**src/rtl/sm_arith_pkg.sv**
```systemverilog
// Shared sign-magnitude arithmetic definitions for the mul/div blocks.
// Holds the sequencer state encoding, default operand width and sign helpers.
package sm_arith_pkg;

  localparam int SM_DEF_WIDTH = 6;

  typedef enum logic [1:0] {
    S_IDLE = 2'd0,
    S_RUN  = 2'd1,
    S_FIN  = 2'd2
  } sm_state_e;

  // Sign bit of a sign-magnitude word whose sign sits at bit msb.
  function automatic logic sm_sign(input logic [63:0] v, input int unsigned msb);
    return v[msb];
  endfunction

  // A zero magnitude is always reported with a positive sign.
  function automatic logic sm_norm_sign(input logic sign, input logic mag_nz);
    return sign & mag_nz;
  endfunction

endpackage

```
**src/rtl/sm_div_step.sv**
```systemverilog
// One restoring-division step: shift the next dividend bit into the partial
// remainder, trial-subtract the divisor, keep the difference when it fits.
module sm_div_step #(
  parameter int W = 6
) (
  input  logic [W-2:0] rem_i,
  input  logic         bit_i,
  input  logic [W-2:0] div_i,
  output logic [W-2:0] rem_o,
  output logic         q_o
);

  logic [W-1:0] shifted;

  assign shifted = {rem_i, bit_i};
  assign q_o     = (shifted >= {1'b0, div_i});
  // When the subtraction is kept the true result is below the divisor, so the
  // low W-1 bits of the modular difference are exact.
  assign rem_o   = q_o ? (shifted[W-2:0] - div_i) : shifted[W-2:0];

endmodule

```
**src/rtl/sm_div.sv**
```systemverilog
// Sequential sign-magnitude divider: 2W-bit dividend / W-bit divisor, one
// quotient bit per clock, start/done handshake; quotient and remainder truncate toward zero.
module sm_div
  import sm_arith_pkg::*;
#(
  parameter int WIDTH = SM_DEF_WIDTH
) (
  input  logic                 clk,
  input  logic                 rst,
  input  logic                 start,
  input  logic [2*WIDTH-1:0]   a,
  input  logic [WIDTH-1:0]     b,
  output logic                 busy,
  output logic                 done,
  output logic [WIDTH-1:0]     quot,
  output logic [WIDTH-1:0]     rem,
  output logic                 ovf,
  output logic                 dz
);

  localparam int DW = 2*WIDTH - 1;
  localparam int MW = WIDTH - 1;
  localparam int CW = $clog2(2*WIDTH);

  sm_state_e        state_q, state_d;
  logic [CW-1:0]    cnt_q, cnt_d;
  logic [DW-1:0]    dvd_q, dvd_d;
  logic [MW-1:0]    dvs_q, dvs_d;
  logic [MW-1:0]    prem_q, prem_d;
  logic [DW-1:0]    qsh_q, qsh_d;
  logic             sgn_q_q, sgn_q_d;
  logic             sgn_r_q, sgn_r_d;
  logic [WIDTH-1:0] quot_q, quot_d;
  logic [WIDTH-1:0] rem_q, rem_d;
  logic             done_q, done_d;
  logic             ovf_q, ovf_d;
  logic             dz_q, dz_d;

  logic [MW-1:0]    step_rem;
  logic             step_q;

  sm_div_step #(.W(WIDTH)) u_step (
    .rem_i (prem_q),
    .bit_i (dvd_q[DW-1]),
    .div_i (dvs_q),
    .rem_o (step_rem),
    .q_o   (step_q)
  );

  always_comb begin
    state_d = state_q;
    cnt_d   = cnt_q;
    dvd_d   = dvd_q;
    dvs_d   = dvs_q;
    prem_d  = prem_q;
    qsh_d   = qsh_q;
    sgn_q_d = sgn_q_q;
    sgn_r_d = sgn_r_q;
    quot_d  = quot_q;
    rem_d   = rem_q;
    done_d  = 1'b0;
    ovf_d   = ovf_q;
    dz_d    = dz_q;

    case (state_q)
      S_IDLE: begin
        if (start) begin
          sgn_q_d = sm_sign(64'(a), DW) ^ sm_sign(64'(b), MW);
          sgn_r_d = sm_sign(64'(a), DW);
          dvd_d   = a[DW-1:0];
          dvs_d   = b[MW-1:0];
          prem_d  = '0;
          qsh_d   = '0;
          ovf_d   = 1'b0;
          dz_d    = 1'b0;
          cnt_d   = CW'(DW);
          state_d = (b[MW-1:0] == '0) ? S_FIN : S_RUN;
        end
      end

      S_RUN: begin
        prem_d = step_rem;
        dvd_d  = {dvd_q[DW-2:0], 1'b0};
        qsh_d  = {qsh_q[DW-2:0], step_q};
        cnt_d  = cnt_q - CW'(1);
        if (cnt_q == CW'(1)) begin
          state_d = S_FIN;
        end
      end

      S_FIN: begin
        done_d  = 1'b1;
        state_d = S_IDLE;
        if (dvs_q == '0) begin
          dz_d   = 1'b1;
          ovf_d  = 1'b0;
          quot_d = '0;
          rem_d  = '0;
        end else if (|qsh_q[DW-1:MW]) begin
          // Quotient magnitude does not fit in WIDTH-1 bits.
          ovf_d  = 1'b1;
          quot_d = '0;
          rem_d  = '0;
        end else begin
          quot_d = {sm_norm_sign(sgn_q_q, |qsh_q[MW-1:0]), qsh_q[MW-1:0]};
          rem_d  = {sm_norm_sign(sgn_r_q, |prem_q), prem_q};
        end
      end

      default: state_d = S_IDLE;
    endcase
  end

  always_ff @(posedge clk) begin
    if (rst) begin
      state_q <= S_IDLE;
      cnt_q   <= '0;
      dvd_q   <= '0;
      dvs_q   <= '0;
      prem_q  <= '0;
      qsh_q   <= '0;
      sgn_q_q <= 1'b0;
      sgn_r_q <= 1'b0;
      quot_q  <= '0;
      rem_q   <= '0;
      done_q  <= 1'b0;
      ovf_q   <= 1'b0;
      dz_q    <= 1'b0;
    end else begin
      state_q <= state_d;
      cnt_q   <= cnt_d;
      dvd_q   <= dvd_d;
      dvs_q   <= dvs_d;
      prem_q  <= prem_d;
      qsh_q   <= qsh_d;
      sgn_q_q <= sgn_q_d;
      sgn_r_q <= sgn_r_d;
      quot_q  <= quot_d;
      rem_q   <= rem_d;
      done_q  <= done_d;
      ovf_q   <= ovf_d;
      dz_q    <= dz_d;
    end
  end

  assign busy = (state_q != S_IDLE);
  assign done = done_q;
  assign quot = quot_q;
  assign rem  = rem_q;
  assign ovf  = ovf_q;
  assign dz   = dz_q;

endmodule

```
**config.mk**
```make
export PLATFORM = sky130hd
export DESIGN_NAME = sm_div
export DESIGN_NICKNAME = d
export VERILOG_FILES = /design/src/rtl/sm_arith_pkg.sv /design/src/rtl/sm_div_step.sv /design/src/rtl/sm_div.sv
export SDC_FILE = /design/constraint.sdc
export NUM_CORES = 1
export LEC_CHECK = 0
export BUFFER_PORTS_ARGS = -buffer_cell sky130_fd_sc_hd__buf_2
export CAP_MARGIN = 10
export CORE_MARGIN = 2
export CORE_UTILIZATION = 28
export CTS_BUF_LIST = sky130_fd_sc_hd__clkbuf_2
export CTS_CLUSTER_DIAMETER = 40
export DETAILED_ROUTE_END_ITERATION = 10
export PLACE_DENSITY = 0.5
export REMOVE_ABC_BUFFERS = 1
export SETUP_SLACK_MARGIN = 0.15
export SLEW_MARGIN = 15
export SYNTH_ARGS = -nofsm -noshare
export SYNTH_HDL_FRONTEND = slang
export SYNTH_SLANG_ARGS = --single-unit
```
**constraint.sdc**
```tcl
create_clock -name clk -period 5.87 [get_ports clk]
set_input_delay 0.2935 -clock clk [delete_from_list [all_inputs] [get_ports clk]]
set_output_delay 0.2935 -clock clk [all_outputs]
set_load 0.1 [all_outputs]
```
==> results of run 1 <==
[through the flow]
| step | area (um^2) | setup slack (ps) | hold WS [ps] | instances |
|---|---|---|---|---|
| 2_1_floorplan | 2297 | 3896 | 362.6 | 258 |
| 3_3_place_gp | 2616 | 3814 | 451.3 | 400 |
| 3_5_place_dp | 2616 | 3769 | 448.2 | 400 |
| 4_1_cts | 2665 | 3730 | 23.98 | 408 |
| 5_1_grt | 2669 | 3580 | 7.987 | 408 |
| 6_report | 2669 | 3728 | 60.89 | 408 |
[metal layers]
layer	track usage [%]	up-vias	wire, um	share of wire (%)
met5	0	-	0	0
met4	4.108	0	59	1.1
met3	2.483	5	260	4.9
met2	18.00	40	2239	43
met1	16.92	865	2697	51
li1	-	1026	-	-
[cells by family (layout without fill, tap and decap cells)]
family | after synthesis | count (layout) | share of synthesized area (%)
AND/OR/NAND/NOR | 108 | 108 | 20.15
XOR/XNOR | 3 | 3 | 1.096
flip-flops | 55 | 55 | 45.93
buffers and inverters | 25 | 54 | 5.584
multiplexers | 1 | 1 | 0.4697
AO/OA/AOI/OAI | 74 | 74 | 22.29
adder cells (fa/ha/maj) | 8 | 8 | 4.488
[final cells by class]
class / instances / area, um^2
multi-input cells: 194 / 1166
flip-flops and latches: 55 / 1101
clock inverters: 3 / 23.77
fillers: 905 / 5589
inverters: 9 / 33.78
repair buffers: 37 / 187.7
clock buffers: 5 / 25.02
well taps: 105 / 131.4
[cell usage after synthesis (all sizes together)]
master / instances / share of area, %
ha: 7 / 3.7
o211ai: 5 / 1.6
dlymetal6s2s: 1 / 0.52
nand3: 2 / 0.42
buf: 8 / 2.1
nand2b: 2 / 0.52
a32o: 3 / 1.3
xnor2: 3 / 1.1
dfxtp: 55 / 46
o21bai: 1 / 0.31
o21ba: 1 / 0.42
a22o: 10 / 3.7
o21ai: 7 / 1.5
inv: 9 / 1.4
a221oi: 1 / 0.37
or4: 1 / 0.47
and3: 1 / 0.26
nor3: 5 / 1.0
a311oi: 10 / 3.7
mux2: 1 / 0.47
fa: 1 / 0.84
or2: 3 / 0.78
or3: 3 / 0.78
a21o: 2 / 0.63
a22oi: 11 / 3.4
nor2: 36 / 6.1
o2111ai: 2 / 0.73
a21oi: 17 / 3.5
nand2: 48 / 7.5
and3b: 1 / 0.37
a31oi: 1 / 0.26
nor4: 3 / 0.78
a211oi: 2 / 0.63
a211o: 1 / 0.37
nor3b: 3 / 1.1
clkbuf: 7 / 1.5
[critical path: stages, from the launching register on]
cell	delay, ps
dfxtp_1	490
ha_1	190
inv_1	50
fa_1	410
a21oi_1	150
a21oi_1	170
or3_1	380
a32o_1	250
[registers in the layout, indices dropped and copies added, names as in the netlist, 2 cells and up]
register / cells
dvs_q: 5
rem: 6
dvd_q: 11
cnt_q: 4
quot: 6
qsh_q: 11
prem_q: 5
state_q: 2
[where the power goes]
part           internal, uW  switching, uW
sequential              399           22.1
clock                  31.8            128
combinational          61.7            108
[worst max path at each step]
stage	startpoint	end	slack [ps]	cells after the start
after global placement	dvs_q[0]$_SDFFE_PP0P_	prem_q[2]$_SDFFE_PP0P_	3810	7
final	dvs_q[0]$_SDFFE_PP0P_	prem_q[2]$_SDFFE_PP0P_	3730	7
after floorplan	dvs_q[0]$_SDFFE_PP0P_	prem_q[2]$_SDFFE_PP0P_	3900	7
after CTS	dvs_q[0]$_SDFFE_PP0P_	prem_q[2]$_SDFFE_PP0P_	3730	7
after global routing	state_q[0]$_SDFFE_PP0P_	dvd_q[10]$_SDFFE_PP0P_	3580	5
after detailed placement	dvs_q[0]$_SDFFE_PP0P_	prem_q[2]$_SDFFE_PP0P_	3770	7
==> out/summary.txt, run 1 <==
WL final: 5256 um
# H-tree levels: 2
IO Port Bufs: 36
Endpoints failing hold: 0
Layout Nets: 331
Routed Antenna Nets: 0
Die area: 9318 um^2
Die height: 96.53 um
Syn Inst Count: 274
Share of layout cells above drive strength 1: 18.15%
Hold Path End: dvd_q[1]$_SDFFE_PP0P_
First-pass GRT wire length: 8707 um
Cell Pwr Density: 281.0 nW/um^2
Final Util: 32.32%
Worst hold start: a[1]
Worst R2R Setup Slack: 3730 ps
Post-CTS resize count: 0
CTS tree: done
Peak supply drop: 0.08271 mV
Max-slew headroom at the worst pin: 41.53%
DRC Markers: 0
DP HPWL: 3765 um
Data required time of the worst path: 6230 ps
Core area: 8258 um^2
Initial antenna violation count: 0
Clock latency on the worst-skew pair: 440 ps
Crit Path Category: flip-flop to flip-flop
N_diodes: 0
Fmax achieved: 466.9 MHz
Initial drt markers: 98
Fin Setup TNS: 0 ps
Commonest cells after routing, fill and taps aside: 55 x dfxtp_1, 48 x nand2_1, 36 x buf_2, 34 x nor2_1, 17 x a21oi_1
Crit-path max FO: 8
Vias: 1936
Synth Cell Area: 2397 um^2
Worst-Margin Slew: 877.1 ps
Synthesized flop and latch total: 55
Gr usage total: 11.94%
RSZ-0062 raised after global routing: false
FF-to-FF End: prem_q[2]$_SDFFE_PP0P_
CP endpoint kind: flip-flop
Count of pins over their slew limit: 0
First-pass DRT Iterations: 4
IO Pins: 37
Clock Sinks: 55
Via/cell ratio: 4.745
Max-Cap Viols: 0
Setup-failing EPs final: 0
Hold depth: 3
Die width: 96.53 um
# rows: 33
Mean Syn Cell Area: 8.749 um^2
Worst Skew: 24.48 ps
Buffer depth of the longest clock path: 2
Most common cell after layout, fill and taps aside: dfxtp_1
Final global-route overflow total: 0
Clock transition at path regs: 290 ps
Critical Path AT: 2510 ps
CTS root buf: clkbuf_2
Reg2reg path depth: 7
Leak Pwr: 0.001090 uW
Status: finished, final reports clean
Seq/Total Area, Yosys: 45.93%
Final min period: 2142 ps
Synth Warn #: 0
Largest net degree at the start of global routing: 43
Starting Density: 29.03%
TritonCTS Buffers: 5
Worst Hold Class: primary input to flip-flop
Unique masters post-synth: 42
Drt wl/cell: 12.88 um
Post-CTS setup buffer count: 0
Pwr Total: 749.9 uW
Vias in the first global route: 1816
Syn-to-layout area delta: 11.33%
CP Launch Type: flip-flop
RD Place Congestion: 0.7638
Reg-to-reg startpoint: dvs_q[0]$_SDFFE_PP0P_
Final period util: 36.49%
Hold_buf cts: 0
(Power assumes the default switching activity.)
==> inputs of run 2 (changes only) <==
- ABC_AREA: not set -> 1
- clock period: 5.87 -> 2.2 ns (I/O delays scaled with it)
==> run 2 against run 1 <==
- synthesized area rose by 1.9%
- first-iteration DRC count decreased by 64%
- critical path depth is 4 higher
- core utilization grew 2.6 points
- clock skew shrank 11 ps
- largest power group unchanged
- register-to-register slack worse by 3300 ps
- critical path type unchanged
- die area is 1.8% higher
- highest routed layer unchanged
- synthesized cell count rose by 23%
- sequential power rose to 2.7 times the previous value
- fmax grew 19%
==> out/summary.txt, run 2 <==
Fillers: 964
Via/cell ratio: 4.554
Syn Inst Count: 336
Status: finished, final reports clean
Endpoints failing hold: 0
RD Place Congestion: 0.8046
Largest family of logic cells by synthesized area: simple AND/OR/NAND/NOR gates
First-pass DRT Iterations: 4
DP HPWL: 3920 um
Worst Skew: 13.78 ps
Synthesized flop and latch total: 55
Setup-failing EPs final: 0
Most common cell after layout, fill and taps aside: nand2_1
IO Pins: 37
Fin Setup TNS: 0 ps
Synth Area in Compound Gates: 16.14%
Core area: 8593 um^2
CTS tree: done
Starting Density: 28.42%
Crit Path Category: flip-flop to flip-flop
Post-CTS resize count: 0
Final min period: 1807 ps
Synth top area share: 45.08%
Commonest cells post-synth: 103 x nand2_1, 55 x dfxtp_1, 43 x a21oi_1
Worst R2R Setup Slack: 390 ps
Routed Antenna Nets: 0
CTS root buf: clkbuf_2
Commonest cells after routing, fill and taps aside: 103 x nand2_1, 55 x dfxtp_1, 43 x a21oi_1, 36 x buf_2, 25 x inv_1
Worst hold start: rst
CP Launch Type: flip-flop
Largest registers: dvd_q: 11 flops, qsh_q: 11 flops
Initial drt markers: 35
Mean Syn Cell Area: 7.269 um^2
Data required time of the worst path: 2540 ps
Leak Pwr: 0.001294 uW
Hold depth: 3
Vias in the first global route: 2221
First-pass GRT wire length: 10270 um
Synth Warn #: 0
Die height: 97.40 um
Die width: 97.40 um
Clock transition at path regs: 270 ps
Clock latency on the worst-skew pair: 420 ps
Post-synth EDFFs: 0
Area contributors post-synth: dfxtp_1 45%, nand2_1 16%, a21oi_1 8.8%
Final global-route overflow total: 0
Seq/Total Area, Yosys: 45.08%
Syn-to-layout area delta: 22.80%
N_diodes: 0
Area leader, netlist: dfxtp_1
Fmax achieved: 553.4 MHz
Vias: 2286
Gr usage total: 12.98%
Reg-to-reg startpoint: dvd_q[10]$_SDFFE_PP0P_
Clock Sinks: 55
Share of layout cells above drive strength 1: 15.74%
Final period util: 82.13%
Drt wl/cell: 11.74 um
Count of pins over their slew limit: 0
FF-to-FF End: prem_q[2]$_SDFFE_PP0P_
Hold Path End: prem_q[1]$_SDFFE_PP0P_
Crit-path max FO: 5
Buffer depth of the longest clock path: 2
# H-tree levels: 2
Setup WS post-layout: 393.1 ps
Reg2reg path depth: 11
Area share of fa/ha/maj cells after synthesis: 4.406%
DRC Markers: 0
IO Port Bufs: 36
Final Util: 34.90%
Worst-Margin Slew: 510.9 ps
Initial antenna violation count: 0
Worst Hold Class: primary input to flip-flop
Critical Path AT: 2150 ps
Fraction of registers with async set/reset: 0%
Synth Cell Area: 2442 um^2
Unique masters post-synth: 27
Cell Pwr Density: 769.5 nW/um^2
RSZ-0062 raised after global routing: false
TritonCTS Buffers: 5
Mux contribution to synthesized area: 0%
Top-count cell post-synth: nand2_1
Largest net degree at the start of global routing: 38
Die area: 9486 um^2
Synth Flop Type: dfxtp_1
Peak supply drop: 0.2613 mV
Max-Cap Viols: 0
Max-slew headroom at the worst pin: 65.90%
WL final: 5892 um
Non-Filler Instances: 502
Post-Synth Simple-Gate Area: 26.28%
Layout Nets: 422
DP Worst Slack: 395.3 ps
# rows: 34
CP endpoint kind: flip-flop
Placed Instances: 470
Synth Area in XOR/XNOR: 0.7172%
## run 2: cell count changes in the layout (fill, tap and decap cells not counted), sizes merged, moves of 13 or more
cell and delta:
a21oi +27, dlygate4sd3 +20, inv +17, nand2 +57
nand3 +17, nor2 -13
## run 2: logic make-up after synthesis
kind of cell	Yosys count
compound gates	73
flops	55
simple gates	156
buf+inv	42
xor+xnor	2
fa+ha+maj	8
## run 2: final cells by class
class	instances	area [um^2]	area share [%]
well taps	108	135.1	4.506
multi-input cells	239	1161	38.71
clock buffers	5	25.02	0.8344
inverters	27	101.3	3.379
clock inverters	3	15.01	0.5006
repair buffers	65	460.4	15.35
flip-flops and latches	55	1101	36.71
## run 2: metrics by stage
step | area (um^2) | total power (uW) | hold WS, ps
after floorplan | 2364 | 1664 | 179.1
after global placement | 2729 | 1855 | 383.8
after detailed placement | 2729 | 1858 | 382.3
after CTS | 2969 | 2286 | 196.3
after global routing | 2999 | 2502 | 187.0
final | 2999 | 2308 | 215.5
## run 2: how the worst max path moves through the flow
stage	cells after the start	startpoint	to	slack [ps]
2_1_floorplan	11	dvd_q[10]$_SDFFE_PP0P_	prem_q[3]$_SDFFE_PP0P_	560
3_3_place_gp	11	dvd_q[10]$_SDFFE_PP0P_	prem_q[4]$_SDFFE_PP0P_	430
3_5_place_dp	11	dvd_q[10]$_SDFFE_PP0P_	prem_q[4]$_SDFFE_PP0P_	400
4_1_cts	11	dvd_q[10]$_SDFFE_PP0P_	prem_q[4]$_SDFFE_PP0P_	350
5_1_grt	11	dvd_q[10]$_SDFFE_PP0P_	prem_q[2]$_SDFFE_PP0P_	240
6_report	11	dvd_q[10]$_SDFFE_PP0P_	prem_q[2]$_SDFFE_PP0P_	390
## run 2: layer usage
| metal | track usage (%) | share of wire (%) | vias to the layer above |
|---|---|---|---|
| met5 | 0 | 0 | - |
| met4 | 2.991 | 0.42 | 0 |
| met3 | 2.734 | 4.0 | 2 |
| met2 | 22.44 | 48 | 42 |
| met1 | 16.61 | 48 | 1028 |
| li1 | - | - | 1214 |
## run 2: critical path, cell delays in order (launching register included)
cell and delay [ps]:
dfxtp_1 380, inv_1 80, ha_1 140, inv_1 50, fa_1 420, inv_1 80
nand2_1 50, nand3b_1 170, buf_4 150, nand3_1 70, nand3_1 90, a21oi_1 60
## run 2: where the power goes
part / internal (uW) / switching [uW]
logic: 317 / 465
registers: 1080 / 56.6
clock network: 73.6 / 317
## run 2: what timing repair did
action                     CTS  global route
hold endpoints to repair    19             0
setup endpoints to repair    0             1
hold buffers                20             0
setup buffers                0             4
==> inputs of run 3 (changes only) <==
- PLACE_DENSITY: 0.5 -> 0.52
- clock period: 2.2 -> 1.6 ns (I/O delays scaled with it)
==> run 3 against run 2 <==
- the flow now finishes with violations (negative setup slack)
- clock-buffer cell count stayed put
- final cell count is 3.4% higher
- core utilization is 2.7 points higher
- fmax is 9.1% higher
- wire length is 0.95% lower
- largest cell class unchanged
- critical path depth stayed put
==> out/summary.txt, run 3 (same netlist as run 2, synthesis figures left out) <==
Status: complete, but fails checks
Violated checks: negative setup slack
Met1 GRT Util: 16.74%
Worst R2R Setup Slack: -60 ps
Starting Density: 28.42%
Initial drt markers: 93
Reg2reg path depth: 11
Initial antenna violation count: 0
Data required time of the worst path: 2000 ps
Hold depth: 3
WL final: 5836 um
Pwr Total: 3404 uW
Worst hold start: rst
Buffer depth of the longest clock path: 2
Syn-to-layout area delta: 32.33%
Cell Pwr Density: 1053 nW/um^2
Clock Sinks: 55
TritonCTS Buffers: 5
Fillers: 948
Die width: 97.40 um
Layout Nets: 439
Final min period: 1656 ps
CTS root buf: clkbuf_2
IO Port Bufs: 36
CTS tree: done
Multi-input logic area: 1217 um^2
Non-Filler Instances: 519
N_diodes: 0
Fmax achieved: 604.0 MHz
Endpoints failing hold: 0
Largest net degree at the start of global routing: 38
Worst Hold Class: primary input to flip-flop
Commonest cells after routing, fill and taps aside: 101 x nand2_1, 51 x dfxtp_1, 40 x a21oi_1, 28 x buf_2, 24 x buf_4
DP Worst Slack: -133.0 ps
Largest registers: dvd_q: 11 flops, qsh_q: 11 flops
Leak Pwr: 0.001370 uW
DRC Markers: 0
Vias in the first global route: 2168
Gr usage total: 12.72%
Register area: 1109 um^2
RD Place Congestion: 0.8301
# H-tree levels: 2
Clock transition at path regs: 310 ps
CP Launch Type: flip-flop
RSZ-0062 raised after global routing: true
Hold Path End: done$_SDFF_PP0_
Drt wl/cell: 11.24 um
Worst Skew: 24.07 ps
Placed Instances: 482
Final period util: 103.5%
Final global-route overflow total: 0
Clock latency on the worst-skew pair: 460 ps
Global route hottest layer: met2
Routed Antenna Nets: 0
Reg-to-reg startpoint: dvd_q[10]$_SDFFE_PP0P_
Min Hold Slack: 130.3 ps
Count of pins over their slew limit: 0
Setup-failing EPs final: 6
Met3 Usage GRT: 2.878%
Most common cell after layout, fill and taps aside: nand2_1
Core area: 8593 um^2
# rows: 34
Vias: 2330
Max-Cap Viols: 0
Peak supply drop: 0.4008 mV
First-pass DRT Iterations: 4
First-pass GRT wire length: 9963 um
IO Pins: 37
DP HPWL: 3942 um
Crit-path max FO: 6
CP endpoint kind: flip-flop
Share of layout cells above drive strength 1: 23.36%
Critical Path AT: 2060 ps
Met2 usage in global routing: 20.85%
Die height: 97.40 um
Via/cell ratio: 4.489
Max-slew headroom at the worst pin: 67.37%
Final Util: 37.61%
Worst-Margin Slew: 488.9 ps
FF-to-FF End: prem_q[4]$_SDFFE_PP0P_
Setup WS post-layout: -55.60 ps
Die area: 9486 um^2
Crit Path Category: flip-flop to flip-flop
-- run 3: cell types whose count changed in the layout (fill, tap and decap cells not counted), sizes merged --
cell	delta
buf	+9
clkbuf	+7
clkinv	-3
clkinvlp	+3
dlygate4sd3	+1
-- run 3: worst max path at each step --
stage / start / to
detailed placement: dvd_q[10]$_SDFFE_PP0P_ / prem_q[3]$_SDFFE_PP0P_
floorplan: dvd_q[10]$_SDFFE_PP0P_ / prem_q[3]$_SDFFE_PP0P_
global route: dvd_q[10]$_SDFFE_PP0P_ / prem_q[4]$_SDFFE_PP0P_
finish: dvd_q[10]$_SDFFE_PP0P_ / prem_q[4]$_SDFFE_PP0P_
global placement: dvd_q[10]$_SDFFE_PP0P_ / prem_q[3]$_SDFFE_PP0P_
CTS: dvd_q[10]$_SDFFE_PP0P_ / prem_q[2]$_SDFFE_PP0P_
-- run 3: worst max-delay path, stage by stage, from the launching register on --
cell	delay (ps)
dfxtp_2	390
inv_2	60
ha_4	120
inv_2	30
fa_2	340
inv_2	50
nand2_1	50
nand3b_1	140
nand2_2	130
nand2_1	80
nand3_1	90
a21oi_2	130
-- run 3: through the flow --
step | TNS [ps] | instance area [um^2]
floorplan | -168.8 | 2364
CTS | -58.77 | 3141
finish | -224.5 | 3232
global placement | -405.7 | 2819
global route | -823.7 | 3232
detailed placement | -662.8 | 2819
-- run 3: layout make-up --
cell class / instances / share of cell area [%]
inverter: 27 / 3.329
tap: 108 / 4.181
clock buffer: 5 / 0.7743
multi-input combinational: 239 / 37.67
timing repair buffer: 82 / 19.01
sequential: 55 / 34.30
clock inverter: 3 / 0.7356
-- run 3: what timing repair did --
action                                 4_1_cts  5_1_grt
resized for setup                            9       24
buffers inserted                             5        3
hold buffers                                21        0
setup endpoints to repair                    7       34
endpoints found under the hold margin       20        0
pin swaps                                   11        8
-- run 3: report_power, final --
group          leakage, uW  internal (uW)  switching, uW  total (uW)
registers         0.000451           1490           76.2        1560
clock network    0.0000256            112            472         584
logic             0.000893            553            705        1260
total              0.00137           2150           1250        3400
-- run 3: routing by layer --
| layer | wire length, um | up-vias |
|---|---|---|
| met5 | 0 | - |
| met4 | 57 | 0 |
| met3 | 265 | 7 |
| met2 | 2697 | 50 |
| met1 | 2816 | 1035 |
| li1 | - | 1238 |
